===== config.mk =====
export PLATFORM = sky130hd
export DESIGN_NAME = inst_fetch_ras
export DESIGN_NICKNAME = d
export VERILOG_FILES = /design/src/rtl/inst_fetch_ras.sv
export SDC_FILE = /design/constraint.sdc
export NUM_CORES = 1
export LEC_CHECK = 0
export ABC_AREA = 0
export BUFFER_PORTS_ARGS = -buffer_cell sky130_fd_sc_hd__buf_2
export CORE_AREA = 2 2 91 93
export CTS_CLUSTER_SIZE = 28
export DETAILED_ROUTE_END_ITERATION = 8
export DIE_AREA = 0 0 93 95
export HOLD_SLACK_MARGIN = 0.03
export PLACE_DENSITY_LB_ADDON = 0.2
export SYNTH_ARGS = -nofsm -noshare
export SYNTH_HDL_FRONTEND = slang
export SYNTH_SLANG_ARGS = --single-unit

===== constraint.sdc =====
create_clock -name clk -period 5.8 [get_ports clk]
set_clock_uncertainty 0.05 [all_clocks]
set_input_delay 0.58 -clock clk [delete_from_list [all_inputs] [get_ports clk]]
set_output_delay 0.58 -clock clk [all_outputs]
set_load 0.01 [all_outputs]

===== src/rtl/inst_fetch_ras.sv =====
// Program-counter / fetch sequencer with program-start table, stall, halt/done handshake and flag-qualified branches.
// Define FETCH_RAS_EN to add the call/return-address stack; otherwise call is a plain jump and ret a no-op.
module inst_fetch_ras #(
    parameter int PC_WIDTH   = 11,
    parameter int PROG_COUNT = 4,
    parameter int RAS_DEPTH  = 4,
    localparam int SEL_W     = (PROG_COUNT > 1) ? $clog2(PROG_COUNT) : 1,
    localparam int CNT_W     = $clog2(RAS_DEPTH + 1)
) (
    input  logic                           clk,
    input  logic                           reset,
    input  logic                           start,
    input  logic [SEL_W-1:0]               prog_sel,
    input  logic [PROG_COUNT*PC_WIDTH-1:0] prog_base,
    input  logic                           stall,
    input  logic                           halt,
    input  logic                           branch_abs,
    input  logic                           branch_rel,
    input  logic                           call,
    input  logic                           ret,
    input  logic                           alu_flag,
    input  logic [PC_WIDTH-1:0]            target,
    output logic [PC_WIDTH-1:0]            pc,
    output logic                           running,
    output logic                           done,
    output logic [CNT_W-1:0]               ras_count,
    output logic                           ras_err
);

    typedef enum logic [1:0] {
        IDLE = 2'd0,
        RUN  = 2'd1,
        DONE = 2'd2
    } state_t;

    state_t              state;
    logic [PC_WIDTH-1:0] start_addr;
    logic [PC_WIDTH-1:0] pc_next_seq;

    // Out-of-range program indices fall back to entry 0.
    always_comb begin
        start_addr = prog_base[PC_WIDTH-1:0];
        for (int k = 1; k < PROG_COUNT; k++) begin
            if (int'(prog_sel) == k) begin
                start_addr = prog_base[k*PC_WIDTH +: PC_WIDTH];
            end
        end
    end

    assign pc_next_seq = pc + PC_WIDTH'(1);

`ifdef FETCH_RAS_EN
    logic [PC_WIDTH-1:0] ras_mem [RAS_DEPTH];
    logic [CNT_W-1:0]    count_q;
    logic                err_q;
    logic [PC_WIDTH-1:0] ras_top;
    logic                ras_full;
    logic                ras_empty;
    logic                push_ok;

    always_comb begin
        ras_top = '0;
        for (int i = 0; i < RAS_DEPTH; i++) begin
            if (count_q == CNT_W'(i + 1)) begin
                ras_top = ras_mem[i];
            end
        end
    end

    assign ras_full  = (count_q == CNT_W'(RAS_DEPTH));
    assign ras_empty = (count_q == '0);
    // Must mirror the priority chain of the main sequencer so a push happens only when call is the winning action.
    assign push_ok   = !reset && !start && (state == RUN) && !stall && !halt && !ret && call && !ras_full;

    always_ff @(posedge clk) begin
        for (int i = 0; i < RAS_DEPTH; i++) begin
            if (push_ok && (count_q == CNT_W'(i))) begin
                ras_mem[i] <= pc_next_seq;
            end
        end
    end

    assign ras_count = count_q;
    assign ras_err   = err_q;
`else
    assign ras_count = '0;
    assign ras_err   = 1'b0;
`endif

    always_ff @(posedge clk) begin
        if (reset) begin
            state   <= IDLE;
            pc      <= '0;
            running <= 1'b0;
            done    <= 1'b0;
`ifdef FETCH_RAS_EN
            count_q <= '0;
            err_q   <= 1'b0;
`endif
        end else if (start) begin
            state   <= RUN;
            pc      <= start_addr;
            running <= 1'b1;
            done    <= 1'b0;
`ifdef FETCH_RAS_EN
            count_q <= '0;
            err_q   <= 1'b0;
`endif
        end else if (state == RUN && !stall) begin
            if (halt) begin
                state   <= DONE;
                running <= 1'b0;
                done    <= 1'b1;
            end else if (ret) begin
`ifdef FETCH_RAS_EN
                if (!ras_empty) begin
                    pc      <= ras_top;
                    count_q <= count_q - CNT_W'(1);
                end else begin
                    pc    <= pc_next_seq;
                    err_q <= 1'b1;
                end
`else
                pc <= pc_next_seq;
`endif
            end else if (call) begin
                pc <= target;
`ifdef FETCH_RAS_EN
                if (ras_full) begin
                    err_q <= 1'b1;
                end else begin
                    count_q <= count_q + CNT_W'(1);
                end
`endif
            end else if (branch_abs && alu_flag) begin
                pc <= target;
            end else if (branch_rel && alu_flag) begin
                // Equal widths make the modular add identical to a sign-extended one.
                pc <= pc + target;
            end else begin
                pc <= pc_next_seq;
            end
        end
    end

endmodule


==> impl_metrics.py <==
metrics = {
    "run_status": {
        "outcome": "finished, final reports clean",
    },
    "clock_tree": {
        "cts-resized-gates": 0,
        "cts_tree": "built",
        "clockBufferDepth": 2,
        "ctsRootBufferMaster": "clkbuf_8",
        "ctsHoldBuffers": 0,
        "clk_pin_slew_ns": 0.06,
        "clk_latency_ns": 0.25,
        "h-tree-depth": 1,
        "cts_setup_buffers": 0,
        "numCtsBuffers": 3,
        "cts.sinks": 13,
    },
    "routing": {
        "firstDrtPassIters": 4,
        "wl_per_cell_um": 14.9,
        "maxUsedRoutingLayer": "met4",
        "met3_length_um": 396,
        "vias": 2189,
        "wl_met2_mm": 2.93,
        "drc": 0,
        "first_iter_violations": 78,
        "antenna_left": 0,
        "wl_met1_mm": 2.87,
        "wl_mm": 6.24,
        "drt-vias-per-instance": 5.22,
    },
    "worst_setup_path": {
        "required_ns": 5.93,
        "crit_buf_inv": 1,
        "path_delay_family": "compound AO/OA/AOI/OAI gates",
        "crit_chain": "ha_1 > inv_1 > fa_1 > nor2b_1 > o31a_1 > o21ai_0 > a211o_1 > and2_4 > a41oi_2",
        "crit_arrival_ns": 2.55,
        "path_max_fanout": 7,
        "end_kind": "register",
        "slowest_stage": "dfxtp_1",
        "worstSetupPathType": "reg2reg",
        "start_kind": "register",
        "slowest_delay_ns": 0.43,
    },
    "timing": {
        "rsz0062_at_grt": "no",
        "relSlewSlack": 0.389,
        "worst_pin_slew_ns": 0.914,
        "setup_violations": 0,
        "min_period_ns": 2.42,
        "fin_hold_ws_ns": 0.477,
        "fmax_mhz": 413,
        "fin_crit_sh": 0.417,
        "maxSlewViolCount": 0,
        "hold_viol": 0,
        "fin_ws_ns": 3.38,
        "setup-tns-final_ns": 0,
    },
    "logic_synthesis": {
        "synth.distinct_cells": 55,
        "syn_avg_cell_area_um2": 7.75,
        "ys.flop_type": "dfxtp_1",
        "async_flop_share": 0,
        "ys_seq_area_frac": 0.135,
        "synth-seq-cells": 13,
        "netlist_instances": 248,
        "synth_edf_count": 0,
        "yosys_warnings": 0,
        "syn_area_um2": 1920,
    },
    "placement": {
        "place_inst": 415,
        "portBuffers": 79,
        "pre_cts_ws_ns": 3.17,
        "place_congestion": 0.792,
        "hpwl_mm": 4.96,
    },
    "pwr": {
        "peakVddDrop_uv": 57.8,
        "leakage_nw": 1.00,
        "power_density_nw_per_um2": 149,
        "power_mw": 0.357,
    },
    "die": {
        "die_w_um": 93,
        "rows": 33,
        "die-area_um2": 8840,
        "io_pins": 84,
        "die_h_um": 95,
        "coreArea_um2": 7930,
        "initial_utilization": 0.242,
    },
    "finish": {
        "area_growth_pct": 24.7,
        "final_cell_mix": "buf_2 (79), a21oi_1 (20), nor2_1 (19), o21ai_0 (18), nand2_1 (16)",
        "final_common_cell": "buf_2",
        "final_nets": 394,
        "stdcell_count": 419,
        "n_fill_cell": 895,
        "drive_above_1_share": 0.309,
        "n_antenna_cell": 0,
    },
    "hold_path": {
        "worstHoldPathType": "reg2reg",
    },
    "run": {
        "maxCapViolCount": 0,
    },
    "global_route": {
        "grt_max_degree": 21,
        "track_usage": 0.144,
        "grt_remaining_overflow": 0,
        "grt_pass1_vias": 2121,
        "antenna_found_initial": 0,
        "grt_pass1_wl_mm": 10.2,
    },
}
## tightest hold or removal path, stage by stage, from the launching register on
cell and delay (ns):
dfxtp_1 0.34, o21ai_0 0.08, a21oi_1 0.06
## kinds of logic (layout without fill, tap and decap cells)
kind of cell	count (synthesis)	count (layout)	synth area share
AO/OA/AOI/OAI	84	84	0.290
multiplexers	12	12	0.134
buffers and inverters	30	93	0.0755
adder cells (fa/ha/maj)	12	12	0.0820
AND/OR/NAND/NOR	87	87	0.240
flip-flops	13	13	0.135
other	1	4	0.00195
XOR/XNOR	9	9	0.0410
## cell type report
class,instances,area [um2],area share
timing repair buffer,79,395,0.165
tap,105,131,0.0548
inverter,10,37.5,0.0157
clock buffer,4,45.0,0.0188
sequential,13,260,0.109
multi-input combinational,208,1530,0.637
## per-layer routing
metal,global-route usage,up-vias
li1,-,1080
met5,0,-
met1,0.186,1023
met2,0.249,82
met3,0.0255,4
met4,0.0380,0
## path summary, 6_finish.rpt
path                                             from                    end  slack, ns  cells after the start
worst max-delay path               pc[0]$_SDFFE_PP0P_    pc[10]$_SDFFE_PP0P_       3.38                      9
worst min-delay path            state[0]$_SDFFE_PP0P_  state[0]$_SDFFE_PP0P_       0.48                      2
worst max register to register     pc[0]$_SDFFE_PP0P_    pc[10]$_SDFFE_PP0P_       3.38                      9
worst min register to register  state[0]$_SDFFE_PP0P_  state[0]$_SDFFE_PP0P_       0.48                      2
## sequential cells by signal, summed over array words and instances (netlist names)
register  cells
pc           11
state         2
## power breakdown
part / total, mW / switching, mW / internal [mW] / leakage (nW)
logic: 0.161 / 0.0840 / 0.0768 / 0.874
clock network: 0.0850 / 0.0364 / 0.0486 / 0.0228
registers: 0.112 / 0.0150 / 0.0966 / 0.108
total: 0.357 / 0.135 / 0.222 / 1.00
## cell usage after synthesis (4+ instances only)
| library cell | number | area, um2 |
|---|---|---|
| clkbuf_1 | 12 | 45.0 |
| a21oi_1 | 20 | 100 |
| a21o_1 | 6 | 45.0 |
| ha_1 | 11 | 138 |
| and3_1 | 4 | 25.0 |
| nand2_1 | 16 | 60.1 |
| mux4_2 | 11 | 248 |
| nor3_1 | 13 | 65.1 |
| o21ai_0 | 18 | 90.1 |
| nand4_1 | 4 | 25.0 |
| inv_1 | 10 | 37.5 |
| nor2_1 | 19 | 71.3 |
| buf_4 | 4 | 30.0 |
| xnor2_1 | 8 | 70.1 |
| o22ai_1 | 6 | 37.5 |
| o211ai_1 | 4 | 30.0 |
| dfxtp_1 | 13 | 260 |
| nand3_1 | 7 | 35.0 |
## metrics by stage
| step | cell area [um2] | utilization |
|---|---|---|
| floorplan | 1930 | - |
| global placement | 2350 | 0.297 |
| detailed placement | 2350 | 0.297 |
| CTS | 2400 | 0.302 |
| global route | 2400 | 0.302 |
| finish | 2400 | 0.302 |
(Power assumes the default switching activity.)
